<file path="src/rtl/uart_rx_axis.sv">
// UART receiver (8N1, LSB first) with an AXI-Stream master output.
// Bit timing is 8 prescale ticks per bit; decisions use a 2-flop synchronised copy of RX_i.
module uart_rx_axis #(
    parameter int DATA_WIDTH = 8
) (
    input  logic                  clk_i,
    input  logic                  rst_ni,
    input  logic                  RX_i,
    input  logic [15:0]           prescale,
    output logic [DATA_WIDTH-1:0] m_axis_tdata,
    output logic                  m_axis_tvalid,
    input  logic                  m_axis_tready,
    output logic                  busy_o,
    output logic                  frame_error_o,
    output logic                  overrun_error_o
);

    localparam int BW = (DATA_WIDTH > 1) ? $clog2(DATA_WIDTH) : 1;
    localparam logic [BW-1:0] LAST_BIT = BW'(DATA_WIDTH - 1);

    typedef enum logic [2:0] {
        IDLE,
        START,
        DATA,
        STOP,
        WAIT_IDLE
    } state_e;

    state_e                  state_q;
    logic                    rx_meta_q, rx_s_q, rx_prev_q;
    logic [15:0]             presc_q, div_q;
    logic [2:0]              tcnt_q;
    logic [BW-1:0]           bit_cnt_q;
    logic [DATA_WIDTH-1:0]   shreg_q;
    logic                    ferr_q, ovr_q;

    logic [15:0]             presc_d;
    logic                    tick, start_edge, handshake;

    always_comb begin
        presc_d    = (prescale == 16'd0) ? 16'd1 : prescale;
        tick       = (div_q == 16'd0);
        start_edge = rx_prev_q & ~rx_s_q;
        handshake  = m_axis_tvalid & m_axis_tready;
    end

    assign busy_o          = (state_q != IDLE);
    assign frame_error_o   = ferr_q;
    assign overrun_error_o = ovr_q;

    always_ff @(posedge clk_i or negedge rst_ni) begin
        if (!rst_ni) begin
            state_q       <= IDLE;
            rx_meta_q     <= 1'b1;
            rx_s_q        <= 1'b1;
            rx_prev_q     <= 1'b1;
            presc_q       <= 16'd1;
            div_q         <= 16'd0;
            tcnt_q        <= 3'd0;
            bit_cnt_q     <= '0;
            shreg_q       <= '0;
            m_axis_tdata  <= '0;
            m_axis_tvalid <= 1'b0;
            ferr_q        <= 1'b0;
            ovr_q         <= 1'b0;
        end else begin
            rx_meta_q <= RX_i;
            rx_s_q    <= rx_meta_q;
            rx_prev_q <= rx_s_q;
            ferr_q    <= 1'b0;
            ovr_q     <= 1'b0;

            if (handshake)
                m_axis_tvalid <= 1'b0;

            if (state_q != IDLE)
                div_q <= tick ? presc_q - 16'd1 : div_q - 16'd1;

            case (state_q)
                IDLE: begin
                    if (start_edge) begin
                        state_q   <= START;
                        presc_q   <= presc_d;
                        div_q     <= presc_d - 16'd1;
                        tcnt_q    <= 3'd0;
                        bit_cnt_q <= '0;
                    end
                end
                START: begin
                    if (tick) begin
                        tcnt_q <= tcnt_q + 3'd1;
                        if (tcnt_q == 3'd3) begin
                            // Mid start bit: a high line here was only a glitch.
                            tcnt_q  <= 3'd0;
                            state_q <= rx_s_q ? IDLE : DATA;
                        end
                    end
                end
                DATA: begin
                    if (tick) begin
                        tcnt_q <= tcnt_q + 3'd1;
                        if (tcnt_q == 3'd7) begin
                            shreg_q <= {rx_s_q, shreg_q[DATA_WIDTH-1:1]};
                            if (bit_cnt_q == LAST_BIT)
                                state_q <= STOP;
                            else
                                bit_cnt_q <= bit_cnt_q + 1'b1;
                        end
                    end
                end
                STOP: begin
                    if (tick) begin
                        tcnt_q <= tcnt_q + 3'd1;
                        if (tcnt_q == 3'd7) begin
                            if (rx_s_q) begin
                                state_q <= IDLE;
                                // A beat accepted this cycle frees the holding register.
                                if (!m_axis_tvalid || handshake) begin
                                    m_axis_tdata  <= shreg_q;
                                    m_axis_tvalid <= 1'b1;
                                end else begin
                                    ovr_q <= 1'b1;
                                end
                            end else begin
                                ferr_q  <= 1'b1;
                                state_q <= WAIT_IDLE;
                            end
                        end
                    end
                end
                WAIT_IDLE: begin
                    if (rx_s_q)
                        state_q <= IDLE;
                end
                default: state_q <= IDLE;
            endcase
        end
    end

endmodule

</file>
<file path="config.mk">
export PLATFORM = sky130hd
export DESIGN_NAME = uart_rx_axis
export DESIGN_NICKNAME = d
export VERILOG_FILES = /design/src/rtl/uart_rx_axis.sv
export SDC_FILE = /design/constraint.sdc
export NUM_CORES = 1
export LEC_CHECK = 0
export CELL_PAD_IN_SITES_DETAIL_PLACEMENT = 1
export CELL_PAD_IN_SITES_GLOBAL_PLACEMENT = 2
export CORE_UTILIZATION = 40
export DETAILED_ROUTE_END_ITERATION = 16
export PLACE_DENSITY_LB_ADDON = 0.15
export REMOVE_ABC_BUFFERS = 1
export SLEW_MARGIN = 15
export SYNTH_ARGS = -nofsm -noshare
export SYNTH_HDL_FRONTEND = slang
export SYNTH_SLANG_ARGS = --single-unit
</file>
<file path="constraint.sdc">
create_clock -name clk_i -period 5.09 [get_ports clk_i]
set_input_delay 1.527 -clock clk_i [delete_from_list [all_inputs] [get_ports clk_i]]
set_output_delay 1.527 -clock clk_i [all_outputs]
set_load 0.05 [all_outputs]
</file>
==> results.md, run 1 <==
* Worst Path Max Fanout at 6
* Multi-input logic area at 1906 um2
* Worst setup margin at just over 0.8 ns
* Kind of critical path: input pin to flop
* Max H-tree Level at 3
* Routed length on met2 at 4204 um
* CP required at ~5.3 ns
* Number of diodes at 0
* Share of cells above drive strength 1 at a little under a fifth
* VDD IR max at 237.5 uV
* Reg2Reg Setup Slack at around 1.7 ns
* Reg area at 1582 um2
* #FFs+latches synth at 63
* Yosys cell types at 63
* CP endpoint kind: flop
* Worst Max-Slew Pin Slew at 0.9541 ns
* Grt total ovfl at 0
* Clk slew on worst S/H paths at around 0.080 ns
* Register area share after synthesis at 44.24%
* Inst Count DP at 484
* Yosys warning total at 0
* # Post-CTS Setup Buffers at 0
* Top cell type's share of synthesized area at slightly above 40%
* Mapped Cells at approximately 350
* Arrival @ worst endpoint at about 4.5 ns
* # fillers at roughly 980
* TritonCTS Buffers at 9
* Top-count cell post-synth: dfrtp_1
* Status: finished clean
* Top Ports at 32
* Ys async rst share at between 90% and 100%
* Leak at ~0.0017 uW
* Global-route wire length before repair at between 15000 and 20000 um
* MaxCap Viol Count at 0
* Core Area at ~8700 um2
* Final Non-Filler Cells at 500
* Fin crit period at 4.276 ns
* DP Area at ~4000 um2
* PD cells at ~460 nW/um2
* Nets@finish at 415
* Overall routing resource usage at a little over a fifth
* Top cells by area, synth: dfrtp_1 41%, mux2_2 9.5%, nor2_1 3.8%
* Cts hold-fix bufs at 0
* Synth cell count leaders: 59 x dfrtp_1, 36 x nor2_1, 30 x mux2_2, 26 x a21oi_1, 26 x nand2_1
* Clk buf depth at 2
* DRT Pass-1 Iters at 4
* Avg Inst Size Synth at just over 10 um2
* Die area at 9319 um2
* Die H at between 90 and 100 um
* Post-cts resize count at 0
* TNS Setup at 0 ns
* Wirelength, routed at around 9100 um
* Worst-skew pair later-pin latency at 0.34 ns
* Vias per cell at 5.706
* Relative slew slack at 36.05%
* Hold WC Path Type: flop to flop
* Placer congestion estimate at slightly below 0.8
* Largest net degree at the start of global routing at 33
* Vias in the first global route at just under 3000
* Initial antenna violation count at 0
* Root Driver: clkbuf_8
* DP Wirelength at 6466 um
* M1 wire length at ~4600 um
* Drt drc at 0
* Clock skew at approximately 0.0059 ns
* Buffers added on ports at 31
* Starting Density at about 40%
* Top sig layer: met4
* Routed Antenna Nets at 0
* Final setup fails at 0
* Finished Cell Area at 4180 um2
* Routed vias at 2853
* Setup repair after global routing missed its margin: false
* Fin. max-slew vios at 0
* Routed wl met3 at ~250 um
* Fmax achieved at approximately 0.23 GHz
* Initial DRC Count at between 60 and 70
* Wire length per cell at 18.25 um
* Period utilization at around 84%
* Predominant post-synthesis flop cell: dfrtp_1
* Area delta synth->final at 16.94%
* Final hold violations at 0
* Post-synth EDFFs at 0
* Startpoint types: input pin
* Synth Cell Area at approximately 3600 um2
* # rows at 34
* Area leader, netlist: dfrtp_1
* TritonCTS clock tree: built
* Die width at 96.54 um
* Setup WS pre-CTS at roughly 0.45 ns
* Clock net sink count at 63
-- cell families after synthesis --
family | after synthesis | synth area share (%)
AO/OA/AOI/OAI | 81 | 14.46
XOR/XNOR | 20 | 5.110
adder cells (fa/ha/maj) | 8 | 2.800
buffers and inverters | 20 | 2.450
flip-flops | 63 | 44.24
multiplexers | 32 | 10.05
AND/OR/NAND/NOR | 130 | 20.90
-- critical path: stages --
cell             delay [ns]
clkdlybuf4s50_1        0.57
or4_1                  0.25
nor4_1                 0.10
a31oi_1                0.29
ha_1                   0.23
nor3b_1                0.54
nand2b_4               0.14
or4_4                  0.52
xnor2_2                0.14
nor2_1                 0.09
o22ai_1                0.08
-- metal layers --
metal / up-vias / track usage (%)
met3: 9 / 3.756
met2: 32 / 34.45
li1: 1375 / -
met1: 1437 / 31.17
met5: - / 0
met4: 0 / 5.882
-- worst paths after layout --
path | start | to | cells past startpoint
min reg2reg | rx_meta_q | rx_s_q | 0
max | prescale[8] | div_q[14] | 11
max in group asynchronous | rst_ni | presc_q[0] | 2
max reg2reg | div_q[3] | div_q[14] | 10
min | rx_meta_q | rx_s_q | 0
min in group asynchronous | rst_ni | div_q[3] | 1
-- placed cells by master, fill, tap and decap left out, drive strengths merged, types with 4 or more instances in the layout --
master,n
dfstp,4
inv,8
clkdlybuf4s50,30
nor4,11
xnor2,12
nand3,6
or4,5
nand2,27
nor3,14
ha,8
a31oi,7
nand2b,4
o211ai,6
o21ai,20
o31ai,4
buf,5
mux2,31
nor4b,4
clkbuf,9
xor2,8
dfrtp,59
or3,5
nor2,37
a21oi,27
-- sequential cells by signal, indices dropped and copies added, names as in the netlist --
signal and count:
bit_cnt_q 3, div_q 16, frame_error_o 1, m_axis_tdata 8
m_axis_tvalid 1, overrun_error_o 1, presc_q 16, rx_meta_q 1
rx_prev_q 1, rx_s_q 1, shreg_q 8, state_q 3
tcnt_q 3
-- layout make-up --
| cell class | count | area share [%] |
|---|---|---|
| clock buffer | 9 | 2.963 |
| clock inverter | 7 | 1.736 |
| inverter | 7 | 0.6286 |
| multi-input combinational | 271 | 45.59 |
| sequential | 63 | 37.83 |
| tap | 108 | 3.233 |
| timing repair buffer | 35 | 8.022 |
-- through the flow --
stage               total power [uW]  utilization [%]  hold WS [ns]
finish                          1920            48.17        0.3574
global route                    2061            48.17        0.3651
CTS                             1938            48.17        0.3599
detailed placement              1486            45.91        0.3493
global placement                1466            45.91        0.3460
floorplan                       1255                -        0.3452
-- power by group --
group | internal, uW | switching [uW] | total (uW)
Clock | 227 | 213 | 439
Sequential | 648 | 212 | 860
Combinational | 273 | 347 | 620
Total | 1150 | 772 | 1920
No activity file was read; power rests on OpenSTA's default activity.
==> run 2, diff against run 1 <==
Settings changed: CORE_UTILIZATION 40 to 34.
Clock period 5.09 ns to 3.45 ns, I/O delays scaled along.
==> run 2 against run 1 <==
Non-clock buffer count grew 27. Sequential share of layout area shrank 2.4 points. Clock skew grew 0.0031 ns. Critical endpoint is now div_q[10]. Sequential cell count is the same. Highest routed layer unchanged. Via count grew 4.3%. Critical path depth grew 2. First-iteration DRC count grew 36%. Count of clock-buffer cells in the layout grew 1. Worst hold slack lost 0.0037 ns. Final area grew 6.7%.
==> results.md, run 2 (synthesis results as in run 1) <==
* Status: finished clean
* Top Ports at 32 (unchanged)
* # rows at 37 (+8.8%)
* Grt total ovfl at 0 (unchanged)
* Routed wl met3 at 196 um (-22%)
* Arrival @ worst endpoint at 3.53 ns (-0.96 ns)
* M1 wire length at 5049 um (+10%)
* Fin crit period at approximately 3.3 ns
* Worst Path Max Fanout at 4 (-2)
* Root Driver: clkbuf_8
* TritonCTS clock tree: built
* Worst Max-Slew Pin Slew at 0.9192 ns (-0.03493 ns)
* CP required at 3.68 ns (-1.62 ns)
* Vias in the first global route at 3044 (+3.8%)
* Wirelength, routed at 9820 um (+7.6%)
* Wire length per cell at 17.69 um (-3.0%)
* Top flop regs: div_q: 16 flops, presc_q: 16 flops
* PnR Total Power at 2941 uW (+53%)
* Global-route wire length before repair at 16460 um (+7.0%)
* Reg2Reg Setup Slack at 0.67 ns (-1.03 ns)
* Fin. max-slew vios at 0 (unchanged)
* Kind of critical path: input pin to flop
* Leak at 0.001818 uW (+8.9%)
* Final hold violations at 0 (unchanged)
* Die width at 104.5 um (+8.3%)
* MaxCap Viol Count at 0 (unchanged)
* Setup repair after global routing missed its margin: false
* Die H at 104.5 um (+8.3%)
* DP Wirelength at 6982 um (+8.0%)
* Buffers added on ports at 31 (unchanged)
* Worst Path Buf+Inv at 2 (+1)
* Initial antenna violation count at 0 (unchanged)
* Cts hold-fix bufs at 0 (unchanged)
* Relative slew slack at 38.57% (+2.5 points)
* Routed length on met2 at 4433 um (+5.4%)
* Core Area at 10280 um2 (+18%)
* DP Area at 4232 um2 (+6.2%)
* Period utilization at 95.75%
* Clock net sink count at 63 (unchanged)
* DRT Pass-1 Iters at 4 (unchanged)
* Commonest non-fill, non-tap cell in the layout: dfrtp_1
* Slowest-stage cell, CP: or4_4
* Routed Antenna Nets at 0 (unchanged)
* Vias per cell at 5.360 (-6.1%)
* PD cells at 659.4 nW/um2 (+44%)
* Crit-path leading delay family: simple AND/OR/NAND/NOR gates
* Routed vias at 2975 (+4.3%)
* Most frequent cells in the layout: 59 x dfrtp_1, 36 x nor2_1, 31 x buf_4
* Peak per-stage delay on the critical path at 0.57 ns (about the same)
* Number of diodes at 0 (unchanged)
* CP endpoint kind: flop
* Clk slew on worst S/H paths at 0.08 ns (about the same)
* Critical path cell sequence: clkdlybuf4s50_1 > or4_4 > nor4_1 > buf_4 > a31oi_1 > ha_1 > nor3b_4 > nand2b_4 > or3_1 > xor2_1 > o211ai_1 > o21ai_0 > o31ai_1
* Largest net degree at the start of global routing at 41 (+24%)
* Placer congestion estimate at 0.7764 (+0.50%)
* Nets@finish at 442 (+6.5%)
* TritonCTS Buffers at 9 (unchanged)
* Share of cells above drive strength 1 at 24.82% (+5.7 points)
* Max H-tree Level at 3 (unchanged)
* Initial DRC Count at 91 (+36%)
* Final setup fails at 0 (unchanged)
* Fmax achieved at about 0.3 GHz
* Die area at 10930 um2 (+17%)
* Drt drc at 0 (unchanged)
* Clock skew at 0.008983 ns (+0.003077 ns)
* Starting Density at 34.78% (-6.4 points)
* VDD IR max at 337.3 uV (+42%)
* Hold WC Path Type: flop to flop
* Worst-skew pair later-pin latency at 0.35 ns (about the same)
* Finished Cell Area at 4459 um2 (+6.7%)
* Overall routing resource usage at 19.35% (-2.6 points)
* Startpoint types: input pin
* Top sig layer: met4
* Clk buf depth at 2 (unchanged)
* Area delta synth->final at 24.75%
run 2: repair_timing:
action | in CTS | in global routing
gates resized for setup | 1 | 2
setup buffers | 0 | 0
endpoints found under the setup margin | 1 | 1
run 2: area by class of cell:
class | instances | area, um2
Tap cell | 136 | 170.2
Fill cell | 1179 | 5818
Multi-Input combinational cell | 271 | 1921
Timing Repair Buffer | 62 | 548.0
Sequential cell | 63 | 1582
Clock buffer | 10 | 127.6
Inverter | 7 | 26.28
Clock inverter | 6 | 85.08
run 2: final timing paths:
check	startpoint	to	cells after the start
max in group asynchronous	rst_ni	presc_q[0]	2
worst min register to register	rx_meta_q	rx_s_q	0
min in group asynchronous	rst_ni	div_q[7]	1
worst min-delay path	rx_meta_q	rx_s_q	0
worst max register to register	div_q[3]	m_axis_tdata[4]	6
worst max-delay path	prescale[8]	div_q[10]	13
run 2: metal layers:
| metal | global-route usage (%) | vias to the layer above |
|---|---|---|
| met1 | 27.34 | 1514 |
| met4 | 6.429 | 0 |
| met3 | 2.994 | 10 |
| li1 | - | 1424 |
| met2 | 30.18 | 27 |
| met5 | 0 | - |
run 2: worst register-to-register path: stages (launching register included):
cell     delay, ns
dfrtp_1       0.45
nor4_2        0.52
nand2_1       0.21
nor3_2        0.27
buf_4         0.32
and4_1        0.51
mux2_2        0.39
run 2: per-stage QoR:
| stage | setup WS [ns] | cells | setup TNS [ns] | hold WS (ns) | util (%) |
|---|---|---|---|---|---|
| floorplan | 0.2223 | 341 | 0 | 0.3452 | - |
| global placement | -0.2646 | 539 | -0.9937 | 0.3458 | 41.17 |
| detailed placement | -0.3949 | 539 | -1.516 | 0.3509 | 41.17 |
| CTS | 0.1105 | 555 | 0 | 0.3548 | 43.29 |
| global route | 0.01364 | 555 | 0 | 0.3575 | 43.39 |
| finish | 0.1468 | 555 | 0 | 0.3537 | 43.39 |
run 2: power breakdown:
group          switching, uW  leakage, uW  internal [uW]  total, uW
sequential               310     0.000788            956       1270
clock                    323     0.000102            405        728
combinational            519     0.000928            428        947
==> run 3, diff against run 2 <==
Settings changed: ABC_AREA set to 1, CORE_MARGIN set to 1.5, CORE_UTILIZATION 34 to 30, CTS_CLUSTER_SIZE set to 28.
==> run 3 against run 2 <==
Clock skew barely moved. Setup slack better by 0.30 ns. Critical path depth up 4. Synthesized cell count increased by 52%. First-iteration DRC count grew 73%. Sequential power down 13%. Combinational power increased by 33%. Sequential share of layout area is 2.2 points lower. Final area rose by 6.8%. Die area rose by 26%. Critical endpoint unchanged. Highest routed layer unchanged.
==> results.md, run 3 <==
* Status: finished clean
* Setup repair after global routing missed its margin: false
* Final hold violations at 0 (unchanged)
* TNS Setup at 0 ns (unchanged)
* Worst hold path startpoint: rx_meta_q
* Final setup fails at 0 (unchanged)
* Clock skew at 0.009045 ns (+0.00006251 ns)
* Relative slew slack at 59.99% (+21 points)
* Worst Max-Slew Pin Slew at 0.6001 ns (-0.3190 ns)
* Critical Path Sink: div_q[10]
* Fmax achieved at 0.3329 GHz (+10%)
* Routed vias at 3624 (+22%)
* Final Non-Filler Cells at 760 (+37%)
* Vias per cell at 4.768 (-11%)
* Post-cts resize count at 0 (-1)
* Slowest-stage cell, CP: clkdlybuf4s50_1
* Kind of critical path: input pin to flop
* Share of cells above drive strength 1 at 12.24% (-13 points)
* Top-count cell post-synth: nand2_1
* Worst-skew pair later-pin latency at 0.34 ns (about the same)
* PD cells at 675.7 nW/um2 (+2.5%)
* # Post-CTS Setup Buffers at 0 (unchanged)
* Max H-tree Level at 3 (unchanged)
* TritonCTS clock tree: built
* Top flop regs: div_q: 16 flops, presc_q: 16 flops
* Critical path depth at 17 (+4)
* Predominant post-synthesis flop cell: dfrtp_1
* DP Area at 4492 um2 (+6.2%)
* Register area share after synthesis at 40.32% (-3.9 points)
* Global-route wire length before repair at 20920 um (+27%)
* Top cell type's share of synthesized area at 37.64% (-3.7 points)
* MaxCap Viol Count at 0 (unchanged)
* TritonCTS Buffers at 9 (unchanged)
* VDD IR max at 274.5 uV (-19%)
* Worst r2r dst: div_q[12]
* CP required at 3.73 ns (+0.05 ns)
* Die width at 117.3 um (+12%)
* Inst Count DP at 744 (+38%)
* Largest net degree at the start of global routing at 43 (+4.9%)
* Reg2Reg Setup Slack at 0.78 ns (+0.11 ns)
* CP endpoint kind: flop
* Grt total ovfl at 0 (unchanged)
* Overall routing resource usage at 19.51% (+0.16 points)
* Commonest non-fill, non-tap cell in the layout: nand2_1
* Number of diodes at 0 (unchanged)
* Period utilization at 87.06% (-8.7 points)
* Die area at 13770 um2 (+26%)
* Mapped Cells at 537 (+52%)
* Initial DRC Count at 157 (+73%)
* DP Wirelength at 9297 um (+33%)
* Synth Cell Area at 3923 um2 (+9.7%)
* PnR Total Power at 3217 uW (+9.4%)
* Arrival @ worst endpoint at 3.29 ns (-0.24 ns)
* Crit-path leading delay family: simple AND/OR/NAND/NOR gates
* Worst Path Buf+Inv at 5 (+3)
* Wirelength, routed at 12300 um (+25%)
* Most frequent cells in the layout: 150 x nand2_1, 68 x inv_1, 59 x dfrtp_1
* Cts hold-fix bufs at 0 (unchanged)
* Hold WC Path Type: flop to flop
* Vias in the first global route at 3918 (+29%)
* Area delta synth->final at 21.37%
* Ys async rst share at 100.0% (unchanged)
* Worst path most repeated cell: nand2_1
* Placer congestion estimate at 0.8164 (+5.2%)
* Finished Cell Area at 4761 um2 (+6.8%)
* Yosys cell types at 40 (-37%)
* Post-synth EDFFs at 0 (unchanged)
* Startpoint types: input pin
* # rows at 41 (+11%)
* Synth cell count leaders: 150 x nand2_1, 68 x inv_1, 59 x dfrtp_1, 54 x nor2_1, 45 x nand3_1
* Root Driver: clkbuf_16
* Clock net sink count at 63 (unchanged)
* Avg Inst Size Synth at 7.304 um2 (-28%)
* Fin crit period at 3.004 ns (-0.2995 ns)
* Peak per-stage delay on the critical path at 0.53 ns (-0.04 ns)
* Area leader, netlist: dfrtp_1
* Critical path cell sequence: clkdlybuf4s50_1 > inv_1 > nand2_1 > nor2_1 > nand3_1 > nand2_1 > inv_1 > ha_1 > inv_1 > nor2_1 > nand2_1 > nor3_1 > nand2_1 > xor2_1 > a22oi_1 > nand2_1 > inv_1
* Yosys warning total at 0 (unchanged)
* Clk slew on worst S/H paths at 0.06 ns (-0.02 ns)
* Starting Density at 30.96% (-3.8 points)
* Setup crit start: prescale[13]
* Top Ports at 32 (unchanged)
* Cells on worst reg2reg path at 13 (+7)
* Worst Path Max Fanout at 3 (-1)
* Core Area at 12670 um2 (+23%)
* Drt drc at 0 (unchanged)
* Die H at 117.3 um (+12%)
* FF-to-FF Start: div_q[2]
* Initial antenna violation count at 0 (unchanged)
* Top cells by area, synth: dfrtp_1 38%, nand2_1 14%, inv_1 6.5%
* Wire length per cell at 16.18 um (-8.6%)
* Buffers added on ports at 31 (unchanged)
* #FFs+latches synth at 63 (unchanged)
* Nets@finish at 611 (+38%)
* Routed Antenna Nets at 0 (unchanged)
* Fin. max-slew vios at 0 (unchanged)
* DRT Pass-1 Iters at 4 (unchanged)
* Clk buf depth at 2 (unchanged)
* Leak at 0.002304 uW (+27%)
-- run 3: cell families after synthesis --
kind of cell / after synthesis / synth area share [%]
AOI/OAI and AO/OA: 76 / 10.65
buffers and inverters: 85 / 9.218
muxes: 1 / 0.2871
DFF: 63 / 40.32
adders and majority gates: 8 / 2.552
and+or+nand+nor: 299 / 35.85
xor gates and xnor gates: 5 / 1.116
-- run 3: layout make-up --
| cell class | count | area, um2 |
|---|---|---|
| Fill cell | 1591 | 7910 |
| Clock buffer | 12 | 246.5 |
| Tap cell | 172 | 215.2 |
| Inverter | 72 | 270.3 |
| Sequential cell | 63 | 1582 |
| Multi-Input combinational cell | 389 | 1979 |
| Clock inverter | 4 | 22.52 |
| Timing Repair Buffer | 48 | 445.4 |
-- run 3: worst min-delay path by stage --
stage	endpoint	slack (ns)	cells past startpoint
3_5_place_dp	rx_s_q	0.36	0
4_1_cts	rx_s_q	0.36	0
6_report	rx_s_q	0.36	0
3_3_place_gp	rx_s_q	0.35	0
2_1_floorplan	rx_s_q	0.35	0
5_1_grt	rx_s_q	0.37	0
-- run 3: power breakdown --
group | switching (uW) | internal [uW] | total, uW
combinational | 846 | 410 | 1260
clock | 355 | 503 | 857
sequential | 151 | 952 | 1100
-- run 3: metrics by stage --
| stage | setup slack (ns) | util, % | hold WS [ns] |
|---|---|---|---|
| final | 0.4463 | 37.57 | 0.3621 |
| after global routing | 0.1611 | 37.57 | 0.3685 |
| after CTS | 0.4406 | 37.57 | 0.3638 |
| after detailed placement | 0.09113 | 35.45 | 0.3561 |
| after global placement | 0.1496 | 35.45 | 0.3462 |
| after floorplan | 0.7259 | - | 0.3452 |
-- run 3: layer usage --
layer  up-vias  global-route usage, %  part of all wire [%]
li1       1821                      -                     -
met1      1751                  26.05                    49
met2        40                  32.10                    47
met3        12                  2.870                   2.4
met4         0                  7.099                   1.7
met5         -                      0                     0
